## src/rtl/tpumac_pipe.sv

```systemverilog
// Two-stage signed multiply-accumulate cell for a systolic array.
// Optional saturating accumulator: define TPUMAC_SAT_EN (default build wraps).
module tpumac_pipe #(
  parameter int BITS_AB = 8,
  parameter int BITS_C  = 16
) (
  input  logic                      clk,
  input  logic                      rst,
  input  logic                      en,
  input  logic                      WrEn,
  input  logic                      clr,
  input  logic signed [BITS_AB-1:0] Ain,
  input  logic signed [BITS_AB-1:0] Bin,
  input  logic signed [BITS_C-1:0]  Cin,
  output logic signed [BITS_AB-1:0] Aout,
  output logic signed [BITS_AB-1:0] Bout,
  output logic signed [BITS_C-1:0]  Cout,
  output logic                      vld_out,
  output logic                      ovf
);

  localparam int PW = 2 * BITS_AB;

  logic signed [BITS_AB-1:0] a_p1_q, a_p1_d;
  logic signed [BITS_AB-1:0] b_p1_q, b_p1_d;
  logic signed [PW-1:0]      prod_p1_q, prod_p1_d;
  logic                      vld_p1_q, vld_p1_d;
  logic signed [BITS_C-1:0]  acc_p2_q, acc_p2_d;
  logic                      vld_p2_q, vld_p2_d;
  logic                      ovf_q, ovf_d;

  logic                      cap;
  logic signed [BITS_C-1:0]  sum;
  logic                      sum_ovf;

  // Clamp a one-bit-wider sum back into the accumulator range.
  function automatic logic signed [BITS_C-1:0] sat_sum(input logic signed [BITS_C:0] s);
    logic signed [BITS_C-1:0] r;
    if (s[BITS_C] != s[BITS_C-1]) begin
      r = s[BITS_C] ? {1'b1, {(BITS_C-1){1'b0}}} : {1'b0, {(BITS_C-1){1'b1}}};
    end else begin
      r = s[BITS_C-1:0];
    end
    return r;
  endfunction

  function automatic logic sum_overflow(input logic signed [BITS_C:0] s);
    return s[BITS_C] ^ s[BITS_C-1];
  endfunction

  assign cap = en & ~WrEn & ~clr;

  // Stage 1: operand capture and product
  always_comb begin
    a_p1_d    = a_p1_q;
    b_p1_d    = b_p1_q;
    prod_p1_d = prod_p1_q;
    vld_p1_d  = 1'b0;
    if (cap) begin
      a_p1_d    = Ain;
      b_p1_d    = Bin;
      prod_p1_d = PW'(Ain) * PW'(Bin);
      vld_p1_d  = 1'b1;
    end
  end

  // Stage 2: accumulate
`ifdef TPUMAC_SAT_EN
  logic signed [BITS_C:0] sum_wide;
  always_comb begin
    sum_wide = (BITS_C+1)'(acc_p2_q) + (BITS_C+1)'(prod_p1_q);
    sum      = sat_sum(sum_wide);
    sum_ovf  = sum_overflow(sum_wide);
  end
`else
  always_comb begin
    sum     = acc_p2_q + BITS_C'(prod_p1_q);
    sum_ovf = 1'b0;
  end
`endif

  always_comb begin
    acc_p2_d = acc_p2_q;
    vld_p2_d = 1'b0;
    ovf_d    = ovf_q;
    if (clr) begin
      acc_p2_d = '0;
      ovf_d    = 1'b0;
    end else if (WrEn) begin
      acc_p2_d = Cin;
    end else if (vld_p1_q) begin
      acc_p2_d = sum;
      vld_p2_d = 1'b1;
      ovf_d    = ovf_q | sum_ovf;
    end
  end

  always_ff @(posedge clk) begin
    if (rst) begin
      a_p1_q    <= '0;
      b_p1_q    <= '0;
      prod_p1_q <= '0;
      vld_p1_q  <= 1'b0;
      acc_p2_q  <= '0;
      vld_p2_q  <= 1'b0;
      ovf_q     <= 1'b0;
    end else begin
      a_p1_q    <= a_p1_d;
      b_p1_q    <= b_p1_d;
      prod_p1_q <= prod_p1_d;
      vld_p1_q  <= vld_p1_d;
      acc_p2_q  <= acc_p2_d;
      vld_p2_q  <= vld_p2_d;
      ovf_q     <= ovf_d;
    end
  end

  assign Aout    = a_p1_q;
  assign Bout    = b_p1_q;
  assign Cout    = acc_p2_q;
  assign vld_out = vld_p2_q;
  assign ovf     = ovf_q;

endmodule

```

## config.mk

```make
export PLATFORM = sky130hd
export DESIGN_NAME = tpumac_pipe
export DESIGN_NICKNAME = d
export VERILOG_FILES = /design/src/rtl/tpumac_pipe.sv
export SDC_FILE = /design/constraint.sdc
export NUM_CORES = 1
export LEC_CHECK = 0
export ABC_AREA = 0
export CAP_MARGIN = 30
export CORE_MARGIN = 2
export CORE_UTILIZATION = 45
export CTS_CLUSTER_DIAMETER = 100
export DETAILED_ROUTE_END_ITERATION = 7
export PLACE_DENSITY_LB_ADDON = 0.2
export SETUP_SLACK_MARGIN = 0.2
export SYNTH_ARGS = -nofsm -noshare
export SYNTH_HDL_FRONTEND = slang
export SYNTH_SLANG_ARGS = --single-unit
```

## constraint.sdc

```tcl
create_clock -name clk -period 5.3 [get_ports clk]
set_input_delay 0.53 -clock clk [delete_from_list [all_inputs] [get_ports clk]]
set_output_delay 0.53 -clock clk [all_outputs]
set_load 0.02 [all_outputs]
```

==> results of run 1 <==
-- cell type report --
class	count	area, um2	share of cell area, %
timing repair buffer	80	801	12.8
inverter	96	360	5.75
clock buffer	8	166	2.66
multi-input combinational	459	3750	60.0
tap	143	179	2.86
sequential	50	1000	16.0
-- through the flow --
step / setup WS [ns] / area, um2 / power (mW) / utilization [%] / hold WS, ns
after floorplan: 0.778 / 5180 / 1.32 / - / 0.436
after global placement: 0.163 / 6050 / 1.56 / 53.5 / 0.444
after detailed placement: 0.0351 / 6080 / 1.59 / 53.7 / 0.452
after CTS: 0.361 / 6250 / 1.96 / 55.2 / 0.462
after global routing: 0.238 / 6260 / 2.15 / 55.3 / 0.472
final: 0.406 / 6260 / 1.94 / 55.3 / 0.458
-- registers in the layout, summed over array words and instances (netlist names) --
name	count
prod_p1_q	16
Cout	16
vld_out	1
Bout	8
Aout	8
vld_p1_q	1
-- worst max-delay path by stage --
stage | start | end | slack, ns | depth (start not counted)
2_1_floorplan | Bin[4] | prod_p1_q[15] | 0.78 | 16
3_3_place_gp | Ain[7] | prod_p1_q[15] | 0.16 | 17
3_5_place_dp | Ain[7] | prod_p1_q[15] | 0.04 | 17
4_1_cts | Bin[2] | prod_p1_q[15] | 0.36 | 16
5_1_grt | Ain[7] | prod_p1_q[15] | 0.24 | 17
6_report | Ain[7] | prod_p1_q[15] | 0.41 | 17
-- synth_stat cells, types with 2 or more instances --
master     count  share of area, %
a211oi_1       6              0.87
a21boi_0       2              0.29
a21o_1         4              0.58
a21oi_1       54               5.2
a221oi_1       2              0.34
a22o_1         2              0.34
a311oi_1       2              0.34
a31oi_1        4              0.48
and2_1        43               5.2
and3_1         6              0.72
buf_1          4              0.29
buf_2          2              0.19
clkbuf_1      12              0.87
dfxtp_1       50                19
fa_1          56                22
ha_1          44                11
inv_1         96               7.0
mux2_2         2              0.43
mux2i_1        5              0.97
nand2_1       77               5.6
nand2b_1       7              0.84
nand3_1       10              0.97
nand4_1        2              0.24
nor2_1        37               2.7
nor2b_1        8              0.97
nor3_1         5              0.48
nor3b_1        4              0.58
o2111ai_1      2              0.34
o21a_1         2              0.29
o21ai_0       13               1.3
o21ai_2        2              0.34
o21bai_1       2              0.29
o22ai_1        4              0.48
o31ai_1        3              0.43
or3_1          3              0.36
xnor2_1       16               2.7
xor2_1         7               1.2
-- critical path, stage by stage --
cell	delay [ns]
clkdlybuf4s50_1	0.58
and2_1	0.21
inv_1	0.07
fa_1	0.49
inv_1	0.05
fa_1	0.46
fa_1	0.54
inv_1	0.05
fa_1	0.52
inv_1	0.04
ha_1	0.34
a2111oi_0	0.37
o21ai_1	0.14
a31oi_2	0.24
a21oi_1	0.11
xnor2_1	0.14
a22o_1	0.17
-- kinds of logic after synthesis --
| kind of cell | after synthesis | synth area share (%) |
|---|---|---|
| AOI/OAI and AO/OA | 119 | 14.9 |
| xor gates and xnor gates | 23 | 3.89 |
| adders and majority gates | 100 | 32.3 |
| buffers and inverters | 115 | 8.45 |
| DFF | 50 | 19.3 |
| muxes | 7 | 1.40 |
| other | 1 | 0.0724 |
| and+or+nand+nor | 209 | 19.7 |
-- power breakdown --
group	total, mW	internal, mW	switching (mW)
Combinational	1.15	0.531	0.622
Clock	0.356	0.214	0.142
Sequential	0.430	0.407	0.0227
-- cell usage in the layout (no fill, tap or decap), drive strengths merged, types with 8 or more instances in the layout --
master and n:
a21oi 54, and2 43, buf 11, clkbuf 8
clkdlybuf4s50 66, dfxtp 50, fa 56, ha 44
inv 96, nand2 78, nand3 10, nor2 37
nor2b 9, o21ai 16, xnor2 16
-- routing by layer --
| metal | wire length, um | share of wire [%] |
|---|---|---|
| met5 | 0 | 0 |
| met4 | 165 | 1.4 |
| met3 | 501 | 4.2 |
| met2 | 5850 | 49 |
| met1 | 5340 | 45 |
==> impl_metrics.toml, run 1 <==
[timing]
slew_violations = 0
finalClockSkew_ns = 0.00815
fmax_mhz = 204
min_period_ns = 4.89
final.setup.tns_ns = 0
timing.final.crit_share_pct = 92.3
rsz0062_at_grt = "no"
slew_headroom_pct = 63.5
final-hold-violation-count = 0
setup_viol_count_final = 0
tightestPinTransition_ns = 0.546

[place]
gp_congestion = 0.900
portBuffers = 69
place_inst = 828
place_hpwl_mm = 9.63

[logic_synthesis]
synthArstFlopShare_pct = 0
synth-edff-count = 0
synthCells = 624
synth_cell_types = 61
synth_flop_cell = "dfxtp_1"
yosysWarningCount = 0
yosysSeqAreaShare_pct = 19.3
syn-cell-area_um2 = 5180
ys_ff_latch = 50
synth_nets = 761
synth_area_per_cell_um2 = 8.31

[drt]
vias_per_cell = 5.27
drt_iter0_markers = 192
wl_mm = 11.9
vias = 4405
drtPass1Iterations = 4
drtAntennaViolNets = 0
routedWlPerCell_um = 14.2
drc_errors = 0

[global_route]
grtUsageTotal_pct = 19.8
grt_pass1_wl_mm = 20.6
globalRouteMet1Util_pct = 24.7
met3_usage_pct = 2.90
met2_usage_pct = 35.9
grt_pass1_vias = 4547
grt_antenna_before_repair = 0
grt_max_degree = 36
gr-total-overflow = 0
grt.busiest_layer = "met2"

[cts]
cts_max_level = 2
cts_tree = "done"
post_cts_buffers = 0
clk-insertion-delay-late_ns = 0.29
cts-buffers-inserted = 5
clockBufferDepth = 2
clk_transition_reported_paths_ns = 0.07
root_buffer = "clkbuf_16"
cts_sinks = 50
hold_buffers = 0
cts-resized-gates = 0

[floorplan]
die_x_um = 111
io_pins = 71
die_area_um2 = 12400
fp-row-count = 39
core_region_area_um2 = 11300
start_util_pct = 45.8
die_y_um = 111

[hold_path]
hold_class = "flop to flop"
whs_endpoint = "Aout[2]"
hold_start = "Aout[2]"
holdPathStages = 2

[flow_run]
drv_cap = 0

[setup_path]
reg2reg_from = "Cout[0]"
start_kind = "input port"
critical_path.max_fanout = 6
r2r_end = "Cout[14]"
path_class = "input port to flop"
rrSetupSlack_ns = 3.08
rr_worst_depth = 9
cp_data_required_time_ns = 5.49
setup.worst_path.end_class = "flop"
crit_arrival_ns = 5.08

[final_layout]
instances_no_fill = 836
final_layout_size_suffix_gt1_share_pct = 4.91
area_growth_pct = 20.8
fill_cells = 1070
fin_nets = 829
diodes = 0

[power_and_ir_drop]
p_leak_nw = 2.81
ir_worst_vdd_uv = 158
power-per-cell-area_nw_per_um2 = 310

[status]
outcome = "completed"
Note: power is estimated with default switching activity, not from simulation.
==> run 2, diff against run 1 <==
CAP_MARGIN = 20   (was 30)
==> results of run 2 <==
The final DEF is identical to that of run 1; final timing and power are the same.
==> run 3, diff against run 2 <==
CTS_BUF_LIST = sky130_fd_sc_hd__clkbuf_4 sky130_fd_sc_hd__clkbuf_8   (was default)
clock period = 4.8 ns   (was 5.3 ns; I/O delays follow)
==> run 3 against run 2 <==
Worst setup slack lost 0.021 ns. Routed wire length shrank 0.11%. Power grew 18%. Critical path type unchanged.
==> impl_metrics.toml, run 3 (synthesis gave the netlist of run 1 again) <==
[status]
outcome = "completed"

[setup_path]
cp_num_buf_inv = 3
critical_path.max_fanout = 4
crit_arrival_ns = 4.61
setup.worst_path.end_class = "flop"
cp_top_family = "adder cells"
cp-startpoint = "Ain[2]"
path_class = "input port to flop"
cp_common_cell = "fa_1"
start_kind = "input port"
critical_path.cell_chain = "clkdlybuf4s50_1 > and2_1 > fa_1 > fa_1 > fa_1 > inv_1 > fa_1 > inv_1 > ha_1 > or3_1 > o211a_1 > a211o_1 > mux2i_1 > a31o_1"
reg2reg_from = "Cout[0]"
rrSetupSlack_ns = 2.52
cp.depth = 14
crit_path_end = "prod_p1_q[14]"
critPathMaxStageDelay_ns = 0.54
cp_slowest_cell = "fa_1"
cp_data_required_time_ns = 5.00
r2r_end = "Cout[14]"
rr_worst_depth = 9

[floorplan]
die_y_um = 111
core_region_area_um2 = 11300
start_util_pct = 45.8
die_area_um2 = 12400
die_x_um = 111
io_pins = 71
fp-row-count = 39

[drt]
drtAntennaViolNets = 0
routedWlPerCell_um = 13.5
drtPass1Iterations = 4
vias_per_cell = 5.13
vias = 4490
wl_mm = 11.8
drc_errors = 0
drt_iter0_markers = 166

[final_layout]
finalInstanceArea_um2 = 6530
final_cell_mix = "96 x inv_1, 76 x nand2_1, 56 x fa_1, 56 x clkdlybuf4s50_1, 52 x a21oi_1"
multi_input_area_um2 = 3810
seq_area_um2 = 1000
fill_cells = 1073
fin_nets = 868
diodes = 0
layout_commonest_cell = "inv_1"
final_layout_size_suffix_gt1_share_pct = 11.2
area_growth_pct = 26.0

[cts]
clk_transition_reported_paths_ns = 0.09
cts_sinks = 50
clockBufferDepth = 2
post_cts_buffers = 0
cts-buffers-inserted = 5
cts_tree = "done"
root_buffer = "clkbuf_8"
clk-insertion-delay-late_ns = 0.30
cts_max_level = 2

[place]
postPlaceCellArea_um2 = 6350
place_hpwl_mm = 9.79
gp_congestion = 0.908
detailedPlace.worstSlack_ns = -0.282
portBuffers = 69

[timing]
finalClockSkew_ns = 0.00776
slew_headroom_pct = 59.5
min_period_ns = 4.42
final-hold-violation-count = 0
rsz0062_at_grt = "no"
setup_ws_ns = 0.385
setup_viol_count_final = 0
slew_violations = 0
fmax_mhz = 226
timing.final.crit_share_pct = 92.0
hold_slack_ns = 0.457
tightestPinTransition_ns = 0.606

[global_route]
grt_antenna_before_repair = 0
grtUsageTotal_pct = 19.9
grt_pass1_vias = 4525
gr-total-overflow = 0
grt_max_degree = 36
grt_pass1_wl_mm = 20.7

[hold_path]
hold_class = "flop to flop"

[flow_run]
drv_cap = 0

[power_and_ir_drop]
p_leak_nw = 3.01
ir_worst_vdd_uv = 226
power-per-cell-area_nw_per_um2 = 351
p_total_mw = 2.29
run 3: worst register-to-register path, delay by kind of cell, from the launching register on:
kind                     cells  cell delay, ns
AND/OR/NAND/NOR              1            0.20
AO/OA/AOI/OAI                4            0.84
XOR/XNOR                     1            0.15
flip-flops                   1            0.38
adder cells (fa/ha/maj)      2            0.60
buffers and inverters        1            0.05
run 3: through the flow:
step / util, % / setup TNS [ns] / instances
after detailed placement: 56.1 / -0.950 / 867
final: 57.7 / 0 / 875
after CTS: 57.0 / 0 / 875
after floorplan: - / 0 / 624
after global placement: 56.1 / -0.531 / 867
after global routing: 57.7 / 0 / 875
run 3: how the worst min path moves through the flow:
stage	start	end	cells past startpoint
floorplan	prod_p1_q[13]	prod_p1_q[13]	2
global placement	Bout[6]	Bout[6]	2
detailed placement	Bout[0]	Bout[0]	2
CTS	Bout[0]	Bout[0]	2
global route	Aout[7]	Aout[7]	2
finish	Bout[0]	Bout[0]	2
run 3: layout make-up:
class	count	area share, %
inverters	96	5.52
clock inverters	1	0.0767
multi-input cells	459	58.3
well taps	143	2.74
flip-flops and latches	50	15.3
repair buffers	119	16.6
clock buffers	7	1.38
run 3: per-layer routing:
metal / track usage, % / up-vias / part of all wire, %
met3: 2.46 / 24 / 3.5
met2: 35.8 / 88 / 50
met5: 0 / - / 0
li1: - / 2248 / -
met4: 6.42 / 0 / 2.1
met1: 24.7 / 2130 / 44
run 3: where the power goes:
part	switching [mW]	total [mW]	internal, mW
combinational	0.764	1.55	0.785
clock	0.142	0.265	0.122
sequential	0.0265	0.476	0.449
total	0.933	2.29	1.36
run 3: timing repair:
action,4_1_cts,5_1_grt
pin swaps,1,6
hold buffers,0,0
gates resized for setup,10,19
setup endpoints to repair,4,6
cloned,0,0
